## config.mk

```make
export PLATFORM = sky130hd
export DESIGN_NAME = sram_port_arbiter
export DESIGN_NICKNAME = d
export VERILOG_FILES = /design/src/rtl/sram_port_arbiter.sv
export SDC_FILE = /design/constraint.sdc
export NUM_CORES = 1
export LEC_CHECK = 0
export CAP_MARGIN = 20
export CORE_MARGIN = 3
export CORE_UTILIZATION = 37
export CTS_BUF_LIST = sky130_fd_sc_hd__clkbuf_4 sky130_fd_sc_hd__clkbuf_8
export DETAILED_ROUTE_END_ITERATION = 10
export MAX_ROUTING_LAYER = met4
export PLACE_DENSITY = 0.83
export SLEW_MARGIN = 20
export SYNTH_ARGS = -nofsm -noshare
export SYNTH_HDL_FRONTEND = slang
export SYNTH_SLANG_ARGS = --single-unit
```

## constraint.sdc

```tcl
create_clock -name clk -period 2.57 [get_ports clk]
set_input_delay 0.514 -clock clk [delete_from_list [all_inputs] [get_ports clk]]
set_output_delay 0.514 -clock clk [all_outputs]
set_load 0.05 [all_outputs]
```

## src/rtl/sram_port_arbiter.sv

```systemverilog
//------------------------------------------------------------------------------
// Module  : sram_port_arbiter
// Brief   : Shares one synchronous SRAM port between IF fetches and MEM loads/stores.
// Revision: 1.0
//------------------------------------------------------------------------------
`timescale 1ns/1ps
`default_nettype none

module sram_port_arbiter #(
    parameter int RD_LAT = 1,
    parameter int ADDR_W = 32
) (
    input  logic              clk,
    input  logic              rst,
    input  logic              inst_req,
    input  logic [ADDR_W-1:0] inst_addr,
    output logic [31:0]       inst_rdata,
    output logic              inst_ok,
    input  logic              data_req,
    input  logic              data_wr,
    input  logic [1:0]        data_size,
    input  logic [ADDR_W-1:0] data_addr,
    input  logic [31:0]       data_wdata,
    output logic [31:0]       data_rdata,
    output logic              data_ok,
    input  logic              flush,
    output logic              sram_en,
    output logic [3:0]        sram_wen,
    output logic [ADDR_W-1:0] sram_addr,
    output logic [31:0]       sram_wdata,
    input  logic [31:0]       sram_rdata
);

    localparam logic [1:0] S_IDLE   = 2'd0;
    localparam logic [1:0] S_WAIT_I = 2'd1;
    localparam logic [1:0] S_WAIT_D = 2'd2;

    // The counter is loaded one below RD_LAT so that it reads 0 in cycle N+RD_LAT.
    localparam logic [2:0] LAT_M1 = 3'(RD_LAT - 1);

    logic [1:0]        state;
    logic [2:0]        cnt;
    logic              discard;
    logic              is_store;
    logic [ADDR_W-1:0] addr_hold;
    logic [31:0]       wdata_hold;

    logic              issue_d;
    logic              issue_i;
    logic              done;
    logic              kill;
    logic [3:0]        store_wen;

    assign issue_d = (state == S_IDLE) && !rst && !flush && data_req;
    assign issue_i = (state == S_IDLE) && !rst && !flush && !data_req && inst_req;
    assign done    = (state != S_IDLE) && (cnt == 3'd0);
    assign kill    = discard || flush;

    always_comb begin
        store_wen = 4'b1111;
        case (data_size)
            2'd0:    store_wen = 4'b0001 << data_addr[1:0];
            2'd1:    store_wen = data_addr[1] ? 4'b1100 : 4'b0011;
            default: store_wen = 4'b1111;
        endcase
    end

    assign sram_en    = issue_d || issue_i;
    assign sram_wen   = (issue_d && data_wr) ? store_wen : 4'b0000;
    assign sram_addr  = issue_d ? data_addr : (issue_i ? inst_addr : addr_hold);
    assign sram_wdata = sram_en ? data_wdata : wdata_hold;

    // A store has already hit the memory, so a flush cannot hide its completion.
    assign inst_ok    = done && (state == S_WAIT_I) && !kill;
    assign data_ok    = done && (state == S_WAIT_D) && (is_store || !kill);
    assign inst_rdata = inst_ok ? sram_rdata : 32'h0;
    assign data_rdata = data_ok ? sram_rdata : 32'h0;

    always_ff @(posedge clk or posedge rst) begin
        if (rst) begin
            state      <= S_IDLE;
            cnt        <= 3'd0;
            discard    <= 1'b0;
            is_store   <= 1'b0;
            addr_hold  <= '0;
            wdata_hold <= 32'h0;
        end else begin
            case (state)
                S_IDLE: begin
                    if (sram_en) begin
                        state      <= issue_d ? S_WAIT_D : S_WAIT_I;
                        cnt        <= LAT_M1;
                        discard    <= 1'b0;
                        is_store   <= issue_d && data_wr;
                        addr_hold  <= sram_addr;
                        wdata_hold <= data_wdata;
                    end
                end
                S_WAIT_I, S_WAIT_D: begin
                    if (flush) begin
                        discard <= 1'b1;
                    end
                    if (cnt == 3'd0) begin
                        state <= S_IDLE;
                    end else begin
                        cnt <= cnt - 3'd1;
                    end
                end
                default: state <= S_IDLE;
            endcase
        end
    end

endmodule

`default_nettype wire

```

# After elaboration in Yosys (flattened, before gate mapping)

Index checks and enable logic that the tools add are counted.

$add $sub $neg: 1
Eq/ne operators: 7
Shift operators: 1
Muxes and demuxes: 18
Reductions and logical operators: 28

Operators by type and width:

| kind                                                                  | number |
|---|---|
| 32-bit 2-to-1 mux                                                     | 5 |
| 1-bit logical AND                                                     | 11 |
| 4-bit 2-to-1 mux                                                      | 2 |
| 2-bit inequality test, second input constant                          | 4 |
| 4-bit one-hot mux with 2 select lines                                 | 1 |
| 2-bit 2-to-1 mux                                                      | 3 |
| 3-bit 2-to-1 mux                                                      | 2 |
| 3-bit one-hot mux with 2 select lines                                 | 1 |
| 3-bit AND reduction                                                   | 2 |
| 2-bit by 1-bit equality test with 1-bit output, second input constant | 2 |
| 1-bit zero test                                                       | 4 |
| 2-bit zero test                                                       | 2 |
| 2-bit one-hot mux with 2 select lines                                 | 1 |
| 2-bit AND reduction                                                   | 2 |
| 2-bit nonzero test                                                    | 2 |
| 1-bit by 2-bit << shifter with 4-bit output, first input constant     | 1 |
| 3-bit zero test                                                       | 1 |
| 1-bit logical OR                                                      | 3 |
| 3-bit by 1-bit subtractor with 3-bit output, second input constant    | 1 |
| 2-bit equality test, second input constant                            | 1 |
| 1-bit 2-to-1 mux                                                      | 2 |
| 1-bit one-hot mux with 2 select lines                                 | 1 |
| 2-bit OR reduction                                                    | 1 |

Bits in registers: 71
Output and inout bits: 135

# Depth between registers and ports, before layout

Gate-level depths: netlist (run 1).

Depth after elaboration: 8
Depth in mapped cells: 8

# Worst setup path after synthesis (run 1)

Ideal clock, no wire load.

Path type: flip-flop to output port
Start: reg state[0]
End: out sram_wen[0]
Data arrival time: 2.184 ns
Required time: 2.056 ns
Setup slack: -0.128 ns
Stages on the path, launching flop included: 9
Buffers on the path: 2
Cells stage by stage: dfrtp_1 inv_1 ha_1 nor3b_4 and2_1 buf_4 buf_6 nand2_4 a21oi_1

Cells in the longest elaborated chain, start to end: 6

Ends and longest elaborated chain:

| element                         | line | source |
|---|---|---|
| start: declaration              | 41   | `logic [1:0] state;` |
| start signal: assignment        | 91   | `state <= issue_d ? S_WAIT_D : S_WAIT_I;` |
| 2-bit zero test                 | 54   | `assign issue_d = (state == S_IDLE) && !rst && !flush && data_req;` |
| 1-bit logical AND (3 in series) | 54   |  |
| 1-bit logical AND               | 69   | `assign sram_wen = (issue_d && data_wr) ? store_wen : 4'b0000;` |
| 4-bit 2-to-1 mux                | 69   |  |
| end: declaration                | 28   | `output logic [3:0] sram_wen,` |

Every way passes these cells.

# Final worst setup path (run 1)

Start: reg state[1]
End: out sram_addr[11]

Cells in the longest elaborated chain, start to end: 7
Elaborated cells on any way between the ends: 8

Ends and longest elaborated chain:

| element                           | line   | source |
|---|---|---|
| 2-bit zero test *                 | 54, 55 |  |
| 1-bit logical AND * (2 in series) | 54, 55 |  |
| 1-bit logical AND (2 in series)   | 55     | `assign issue_i = (state == S_IDLE) && !rst && !flush && !data_req && inst_req;` |
| 32-bit 2-to-1 mux                 | 70     | `assign sram_addr = issue_d ? data_addr : (issue_i ? inst_addr : addr_hold);` |
| 32-bit 2-to-1 mux *               | 70     |  |
| end: declaration                  | 29     | `output logic [ADDR_W-1:0] sram_addr,` |

Every way passes the cells marked *; elsewhere a longest branch is shown, timed or not.

==> results of run 1 <==
final cells by class:
type	instances	share of cell area, %
timing repair buffer	344	49.45
multi-input combinational	311	26.58
sequential	71	19.69
tap	136	1.885
clock buffer	13	1.844
inverter	8	0.4714
clock inverter	1	0.05546
antenna	1	0.02773
worst paths after layout:
path                                    from            end  slack [ns]  depth (start not counted)
worst max-delay path                state[1]  sram_addr[11]       -0.10                          9
worst min-delay path                     rst        discard        0.38                          3
worst max register to register      state[1]  addr_hold[26]        0.61                         11
worst min register to register  addr_hold[1]   addr_hold[1]        0.48                          2
max in group asynchronous                rst  addr_hold[25]        1.55                          4
min in group clk                addr_hold[1]   addr_hold[1]        0.48                          2
metrics by stage:
| step | hold WS (ns) | TNS, ns |
|---|---|---|
| 2_1_floorplan | 0.4399 | -0.4079 |
| 3_3_place_gp | 0.4521 | -2.799 |
| 3_5_place_dp | 0.4585 | -5.255 |
| 4_1_cts | 0.3673 | -1.981 |
| 5_1_grt | 0.3800 | -8.106 |
| 6_report | 0.3815 | -2.728 |
flip-flops by register name, indices dropped and copies added, names as in the netlist:
signal and flops:
addr_hold 32, cnt 3, is_store 1, wdata_hold 32, discard 1, state 2
logic make-up (layout without fill, tap and decap cells):
family,Yosys count,in the layout,share of synthesized area [%]
simple gates,188,188,22.72
fa+ha+maj,5,5,1.533
buf+inv,32,366,5.152
compound gates,53,53,9.138
other cells,0,1,0
mux,65,65,17.91
flops,71,71,43.54
cells in the final DEF, fill, tap and decap left out, drive strengths merged, types with 2 or more instances in the layout:
master / count
nand2b: 5
and2: 65
o21ai: 5
a22oi: 32
dfrtp: 71
nand2: 104
ha: 5
clkinv: 2
o21bai: 2
dlygate4sd2: 3
a21oi: 8
o2bb2ai: 2
clkdlybuf4s50: 132
inv: 7
nor2: 8
mux2: 64
buf: 206
clkbuf: 15
power breakdown:
part,total [mW],internal (mW),switching [mW]
Clock,0.811,0.414,0.397
Combinational,6.34,2.73,3.61
Sequential,1.90,1.66,0.238
per-layer routing:
metal | track usage [%] | routed length [um]
met1 | 28.12 | 5953
met4 | 10.87 | 675
met2 | 53.28 | 9932
met3 | 6.114 | 1218
met5 | - | 0
tightest hold or removal path, stage by stage:
cell	delay (ns)
dlygate4sd2_1	0.26
buf_4	0.14
inv_2	0.16
repair_timing:
action                                  CTS  global route
pin swaps                                29            17
endpoints found under the setup margin  115           132
setup buffers                            14             8
resized for setup                        74            30
gates cloned                              6             3
==> results by group, run 1 <==
Clocking
  – Worst skew pair latency: 0.34 ns
  – CTS Root Cell: clkbuf_8
  – TritonCTS Buffers: 9
  – Reg clk slew, reported paths: 0.07 ns
  – H-tree Lvls: 3
  – Clk sink count: between 70 and 80
  – Clock Tree Buf Depth: 2
  – Cts hold-fix bufs: 0
  – CTS tree: built

Global routing
  – Gr usage total: between 20% and 30%
  – Vias in the first global route: 4953
  – Global-route wire length before repair: roughly 27000 um
  – Congestion Overflow GR: 0
  – Largest net degree at the start of global routing: 38
  – Initial antenna violation count: 1

Logic synthesis
  – Main synth FF type: dfrtp_1
  – Sequential area share after synthesis: a little over two fifths
  – Post-synth EDFFs: 0
  – Top-count cell post-synth: nand2_1
  – Syn Std Cell Area: 4080 um2
  – Synth area leader: dfrtp_1
  – Top-area cell type share of the netlist area: around 44%
  – Synth area leaders: dfrtp_1 (44%), mux2_2 (16%), and2_1 (10%)
  – Synthesized flop and latch total: between 70 and 80
  – Syn Area/Cell: 9.855 um2
  – Post-Syn Nets: 555
  – Top cells by count, synth: nand2_1 (102), dfrtp_1 (71), and2_1 (65)
  – Synth cell types: 32
  – YS warnings: 0
  – Async SR Flop Fraction: 100.0%
  – Mapped Cells: 414

Routing
  – Post-route DRC: 0
  – Avg WL per Cell: between 20 and 25 um
  – Vias/cell: just over 5
  – DR pass1 iterations: 5
  – Post-route ant nets: 0
  – 1st-iter DRT viols: between 200 and 300
  – WL final: 17780 um
  – Via count: roughly 4500

Layout
  – Fin util: approximately 86%
  – Final Cell Area: 9025 um2
  – Synth-to-layout area growth: 121.2%
  – Layout cell share with drive strength beyond 1: slightly below 50%
  – Area of the multi-input gates: 2399 um2
  – Layout fillers: 492
  – Layout Nets: between 800 and 900
  – Finished Layout Cells: 885
  – FF+latch area: 1777 um2

Placement
  – Placer Congestion: around 0.85
  – Post-Place Cell Area: ~8100 um2
  – Hpwl dp: about 12000 um
  – Placed insts: between 800 and 900
  – Port Buf Inserts: 270
  – Post-placement setup slack: -0.1875 ns

Die
  – DIE WIDTH: around 110 um
  – Core ar.: roughly 11000 um2
  – Die height: roughly 110 um
  – Io pins: 271
  – Die area: ~12000 um2
  – Site row count: 37
  – Initial Utilization: 38.83%

Critical path
  – Cell mode on critical path: buf_12
  – Crit-path slowest cell: dfrtp_1
  – Crit path largest cell delay: approximately 0.37 ns
  – WP data arrival: approximately 2.2 ns
  – Critical Path RT: about 2.1 ns
  – Crit path cell chain: inv_2 > ha_4 > nor3b_4 > buf_4 > and2_4 > buf_12 > a22oi_1 > nand2_1 > buf_12
  – Crit-path leading delay family: buffers and inverters
  – Worst-path fanout max: 5
  – Buf/Inv on CP: 4
  – CP Class: register to output port
  – CP Capture Type: output port
  – Startpoint types: register

Run status
  – Violated checks: negative setup slack
  – Status: finished with violations

Job
  – Max cap viols: 0

Timing
  – Worst setup margin: -0.1016 ns
  – Final Max Tran Viols: 0
  – Fmax: between 0.3 and 0.4 GHz
  – RSZ-0062 raised after global routing: true
  – Least-Margin Pin Slew: 0.3883 ns
  – Slew Limit Headroom: 74.12%
  – Count of final hold-check violations: 0
  – Clock Skew: ~0.007 ns
  – Finish-stage setup viols: between 60 and 70
  – Fin crit share: 104.0%
  – Crit path time final: 2.672 ns

Worst hold path
  – Hold Path Class: input pin to asynchronous set/reset pin

Pwr
  – P per Cell Area: roughly 1000 nW/um2
  – Max VDD drop: slightly above 0.0009 V
  – LEAKAGE: 4.066 nW
  – Power, Total: just over 9 mW
(Power assumes the default switching activity.)
==> run 2: changes to the inputs <==
--- a/config.mk
+++ b/config.mk
@@ -12,6 +12,7 @@
 export DETAILED_ROUTE_END_ITERATION = 10
 export MAX_ROUTING_LAYER = met4
 export PLACE_DENSITY = 0.83
+export SKIP_LAST_GASP = 1
 export SLEW_MARGIN = 20
 export SYNTH_ARGS = -nofsm -noshare
 export SYNTH_HDL_FRONTEND = slang
==> results by group, run 2 (synthesis gave the netlist of run 1 again) <==
Critical path
  – CP Capture Type: output port
  – Crit-path slowest cell: dfrtp_1
  – WP data arrival: 2.16 ns (about the same)
  – CP Class: register to output port
  – Crit path largest cell delay: 0.37 ns (about the same)
  – Buf/Inv on CP: 4 (unchanged)
  – Worst-path fanout max: 5 (unchanged)
  – Cell mode on critical path: buf_12
  – Crit-path leading delay family: buffers and inverters
  – Startpoint types: register
  – Crit path cell chain: inv_2 > ha_4 > nor3b_4 > buf_4 > and2_4 > buf_12 > a22oi_1 > nand2_1 > buf_12
  – Critical Path RT: 2.06 ns (about the same)

Clocking
  – CTS Root Cell: clkbuf_8
  – CTS tree: built
  – Clk sink count: 71 (unchanged)
  – Worst skew pair latency: 0.34 ns (about the same)
  – Reg clk slew, reported paths: 0.07 ns (about the same)
  – H-tree Lvls: 3 (unchanged)
  – Cts hold-fix bufs: 0 (unchanged)
  – Clock Tree Buf Depth: 2 (unchanged)
  – TritonCTS Buffers: 9 (unchanged)

Placement
  – Post-placement setup slack: -0.1875 ns (unchanged)
  – Port Buf Inserts: 270 (unchanged)
  – Placer Congestion: 0.8500 (unchanged)
  – Hpwl dp: 12050 um (unchanged)
  – Placed insts: 840 (unchanged)

Die
  – Io pins: 271 (unchanged)
  – Die area: 12320 um2 (unchanged)
  – Core ar.: 10510 um2 (unchanged)
  – Site row count: 37 (unchanged)
  – DIE WIDTH: 111.0 um (unchanged)
  – Die height: 111.0 um (unchanged)
  – Initial Utilization: 38.83% (unchanged)

Global routing
  – Initial antenna violation count: 1 (unchanged)
  – Vias in the first global route: 4951 (-0.040%)
  – Gr usage total: 28.18% (about the same)
  – Congestion Overflow GR: 0 (unchanged)
  – Largest net degree at the start of global routing: 38 (unchanged)
  – Global-route wire length before repair: 26730 um (about the same)

Routing
  – 1st-iter DRT viols: 210 (-17%)
  – Avg WL per Cell: 20.06 um (-0.16%)
  – Post-route DRC: 0 (unchanged)
  – DR pass1 iterations: 4 (-1)
  – Post-route ant nets: 0 (unchanged)
  – Vias/cell: 5.154 (+0.51%)
  – WL final: 17750 um (-0.16%)
  – Via count: 4561 (+0.51%)

Timing
  – Finish-stage setup viols: 67 (+1.5%)
  – Min Hold Slack: 0.3826 ns (+0.001079 ns)
  – Fmax: 0.3736 GHz (-0.18%)
  – Setup_tns: -3.006 ns (-0.2779 ns)
  – RSZ-0062 raised after global routing: true
  – Clock Skew: 0.005339 ns (-0.001683 ns)
  – Worst setup margin: -0.1065 ns (-0.004886 ns)
  – Fin crit share: 104.1% (+0.19 points)
  – Final Max Tran Viols: 0 (unchanged)
  – Crit path time final: 2.676 ns (+0.004886 ns)
  – Slew Limit Headroom: 74.05% (about the same)
  – Least-Margin Pin Slew: 0.3893 ns (+0.001046 ns)
  – Count of final hold-check violations: 0 (unchanged)

Job
  – Max cap viols: 0 (unchanged)

Layout
  – Finished Layout Cells: 885 (unchanged)
  – Synth-to-layout area growth: 120.9%
  – FF+latch area: 1777 um2 (unchanged)
  – Layout Nets: 886 (unchanged)
  – Layout cell share with drive strength beyond 1: 47.99% (-0.40 points)
  – Commonest cells after routing, fill and taps aside: clkdlybuf4s50_1 (132), buf_12 (110), buf_4 (86)
  – Most common cell after layout, fill and taps aside: clkdlybuf4s50_1
  – Layout fillers: 496 (+0.81%)
  – Area of the multi-input gates: 2391 um2 (-0.31%)
  – Biggest regs: addr_hold (32), wdata_hold (32), cnt (3)

Worst hold path
  – Hold Path Class: input pin to asynchronous set/reset pin

Pwr
  – LEAKAGE: 4.065 nW (about the same)
  – P per Cell Area: 1002 nW/um2 (about the same)
  – Max VDD drop: 0.0009325 V (-0.25%)
  – Power, Total: 9.031 mW (-0.18%)

Run status
  – Status: finished with violations
  – Violated checks: negative setup slack
run 2: worst reg2reg max path: cells and delay by family, from the launching register on:
kind | cells | cell delay (ns)
fa+ha+maj | 1 | 0.14
flops | 1 | 0.39
buf+inv | 6 | 0.80
simple gates | 3 | 0.48
compound gates | 1 | 0.10
run 2: final cells by class:
class | count | area share (%)
Antenna cell | 1 | 0.02776
Clock inverter | 1 | 0.05552
Clock buffer | 13 | 1.846
Tap cell | 136 | 1.888
Sequential cell | 71 | 19.71
Inverter | 8 | 0.4720
Timing Repair Buffer | 344 | 49.47
Multi-Input combinational cell | 311 | 26.53
run 2: final timing paths:
kind | startpoint | endpoint | slack (ns) | depth (start not counted)
worst max-delay path | state[1] | sram_addr[11] | -0.11 | 9
min in group clk | addr_hold[1] | addr_hold[1] | 0.48 | 2
worst min register to register | addr_hold[1] | addr_hold[1] | 0.48 | 2
max in group asynchronous | rst | addr_hold[25] | 1.55 | 4
worst max register to register | state[1] | addr_hold[26] | 0.60 | 11
worst min-delay path | rst | discard | 0.38 | 3
run 2: metrics by stage:
stage	instance area, um2	util, %
3_5_place_dp	8119	77.26
2_1_floorplan	4081	-
4_1_cts	8843	84.15
6_report	9014	85.77
3_3_place_gp	8119	77.26
5_1_grt	9014	85.77
run 2: where the power goes:
part           switching, mW  total [mW]  internal, mW
registers              0.237        1.90          1.66
logic                   3.60        6.32          2.72
clock network          0.399       0.812         0.414
run 2: what timing repair did:
item,CTS,global route
buffers inserted,14,8
gates resized for setup,73,27
gates cloned,6,3
pin swaps,28,16
setup endpoints to repair,115,132
run 2: layer usage:
layer	global-route usage, %	up-vias	part of all wire [%]
li1	-	2058	-
met1	28.08	2200	34
met2	53.28	254	56
met3	6.114	49	6.7
met4	10.87	0	3.9
met5	-	-	0
==> run 3: changes to the inputs <==
--- a/config.mk
+++ b/config.mk
@@ -6,7 +6,6 @@
 export NUM_CORES = 1
 export LEC_CHECK = 0
 export CAP_MARGIN = 20
-export CORE_MARGIN = 3
 export CORE_UTILIZATION = 37
 export CTS_BUF_LIST = sky130_fd_sc_hd__clkbuf_4 sky130_fd_sc_hd__clkbuf_8
 export DETAILED_ROUTE_END_ITERATION = 10
==> results by group, run 3 (synthesis gave the netlist of run 1 again) <==
Run status
  – Status: finished with violations
  – Violated checks: negative setup slack

Global routing
  – Global-route wire length before repair: 25880 um (-3.2%)
  – Congestion Overflow GR: 0 (unchanged)
  – Gr usage total: 30.65% (+2.5 points)
  – Largest net degree at the start of global routing: 34 (-11%)
  – Initial antenna violation count: 1 (unchanged)
  – Vias in the first global route: 5158 (+4.2%)

Timing
  – Final Max Tran Viols: 0 (unchanged)
  – RSZ-0062 raised after global routing: true
  – Min Hold Slack: 0.4931 ns (+0.1105 ns)
  – Worst setup margin: -0.1619 ns (-0.05544 ns)
  – Least-Margin Pin Slew: 0.5917 ns (+0.2024 ns)
  – Crit path time final: 2.732 ns (+0.05544 ns)
  – Finish-stage setup viols: 62 (-7.5%)
  – Clock Skew: 0.006817 ns (+0.001478 ns)
  – Slew Limit Headroom: 60.50% (-14 points)
  – Fin crit share: 106.3% (+2.2 points)
  – Count of final hold-check violations: 0 (unchanged)
  – Fmax: 0.3660 GHz (-2.0%)

Routing
  – DR pass1 iterations: 6 (+2)
  – 1st-iter DRT viols: 195 (-7.1%)
  – Post-route DRC: 0 (unchanged)
  – WL final: 18710 um (+5.4%)
  – Avg WL per Cell: 21.26 um (+6.0%)
  – Vias/cell: 5.223 (+1.3%)
  – Via count: 4596 (+0.77%)
  – Post-route ant nets: 0 (unchanged)

Pwr
  – P_int: 5.620 mW (+17%)
  – Clock Power Share: 11.1% (+2.1 points)
  – Max VDD drop: 0.0009786 V (+4.9%)
  – LEAKAGE: 4.210 nW (+3.6%)
  – Net load switching power: 4.458 mW (+5.2%)
  – Switch share: 44.24% (-2.7 points)
  – P per Cell Area: 1065 nW/um2 (+6.3%)
  – Sequential power share: 19.0% (-2.0 points)
  – Logic pwr share: 70.0% (about the same)
  – Power, Total: 10.08 mW (+12%)

Critical path
  – WP data arrival: 2.22 ns (+0.06 ns)
  – CP Class: input pin to output port
  – Critical Path RT: 2.06 ns (about the same)
  – Worst-path fanout max: 10 (+5)
  – CP Capture Type: output port
  – Startpoint types: input pin

Layout
  – FF+latch area: 1777 um2 (unchanged)
  – Finished Layout Cells: 880 (-0.56%)
  – Biggest regs: addr_hold (32), wdata_hold (32), cnt (3)
  – Layout fillers: 400 (-19%)
  – Fin util: 90.07% (+4.3 points)
  – Area of the multi-input gates: 2440 um2 (+2.0%)
  – Layout Nets: 879 (-0.79%)
  – Synth-to-layout area growth: 132.0%
  – Commonest cells after routing, fill and taps aside: clkdlybuf4s50_1 (133), buf_12 (133), nand2_1 (72)
  – Layout cell share with drive strength beyond 1: 48.45% (+0.46 points)

Placement
  – Placer Congestion: 0.8801 (+3.5%)
  – Placed insts: 838 (-0.24%)
  – Hpwl dp: 12360 um (+2.6%)
  – Post-placement setup slack: -0.2412 ns (-0.05365 ns)
  – Port Buf Inserts: 270 (unchanged)

Clocking
  – Worst skew pair latency: 0.33 ns (about the same)
  – Cts hold-fix bufs: 0 (unchanged)
  – TritonCTS Buffers: 9 (unchanged)
  – H-tree Lvls: 3 (unchanged)
  – CTS tree: built
  – Clk sink count: 71 (unchanged)
  – CTS Root Cell: clkbuf_8
  – Reg clk slew, reported paths: 0.08 ns (about the same)
  – Clock Tree Buf Depth: 2 (unchanged)

Job
  – Max cap viols: 0 (unchanged)

Die
  – Site row count: 37 (unchanged)
  – Die area: 11450 um2 (-7.1%)
  – Initial Utilization: 38.83% (unchanged)
  – DIE WIDTH: 107.0 um (-3.6%)
  – Die height: 107.0 um (-3.6%)
  – Core ar.: 10510 um2 (unchanged)
  – Io pins: 271 (unchanged)

Worst hold path
  – Hold Path Class: register to register
[run 3: power groups by stage]
stage | Clock (mW) | Combinational [mW] | Sequential (mW)
after CTS | 1.13 | 6.75 | 1.89
after detailed placement | 0 | 6.46 | 1.91
after global placement | 0 | 6.28 | 1.86
final | 1.12 | 7.05 | 1.91
after global routing | 1.18 | 7.30 | 1.96
after floorplan | 0 | 3.48 | 1.82
[run 3: per-stage QoR]
stage	instance area (um2)	TNS (ns)
after floorplan	4081	-0.4079
after global placement	8379	-9.031
after detailed placement	8379	-11.01
after CTS	9117	-6.738
after global routing	9465	-10.65
final	9465	-6.375
[run 3: path summary, 6_finish.rpt]
| check | from | end | slack (ns) | cells past startpoint |
|---|---|---|---|---|
| hold / removal | wdata_hold[4] | wdata_hold[4] | 0.49 | 1 |
| hold reg to reg | wdata_hold[4] | wdata_hold[4] | 0.49 | 1 |
| setup / recovery | data_req | sram_wdata[14] | -0.16 | 6 |
| setup reg to reg | state[0] | addr_hold[30] | 0.46 | 11 |
| min in group asynchronous | rst | addr_hold[10] | 0.57 | 3 |
| max in group asynchronous | rst | addr_hold[27] | 1.38 | 4 |
[run 3: timing repair]
| item | CTS | global route |
|---|---|---|
| cloned | 5 | 5 |
| resized for setup | 61 | 54 |
| endpoints found under the setup margin | 133 | 132 |
| pin swaps | 9 | 19 |
| buffers inserted | 11 | 4 |
| endpoints found under the hold margin | 0 | 0 |
[run 3: cell type report]
cell class / instances / share of cell area [%]
multi-input combinational: 311 / 25.78
clock buffer: 11 / 1.599
clock inverter: 5 / 1.097
timing repair buffer: 337 / 50.48
antenna: 1 / 0.02644
sequential: 71 / 18.77
inverter: 8 / 0.4494
tap: 136 / 1.798
[run 3: layer usage]
layer	GRT usage [%]	wire length (um)	vias to the layer above
met5	-	0	-
met3	7.234	1122	56
met1	27.27	5948	2249
met2	59.86	10810	238
met4	14.87	830	0
li1	-	-	2053
[run 3: worst max-delay path, cell delays in order]
cell and delay [ns]:
clkdlybuf4s50_1 0.45, or2_4 0.30, nand2_8 0.12, bufbuf_16 0.29
mux2_2 0.37, buf_12 0.16
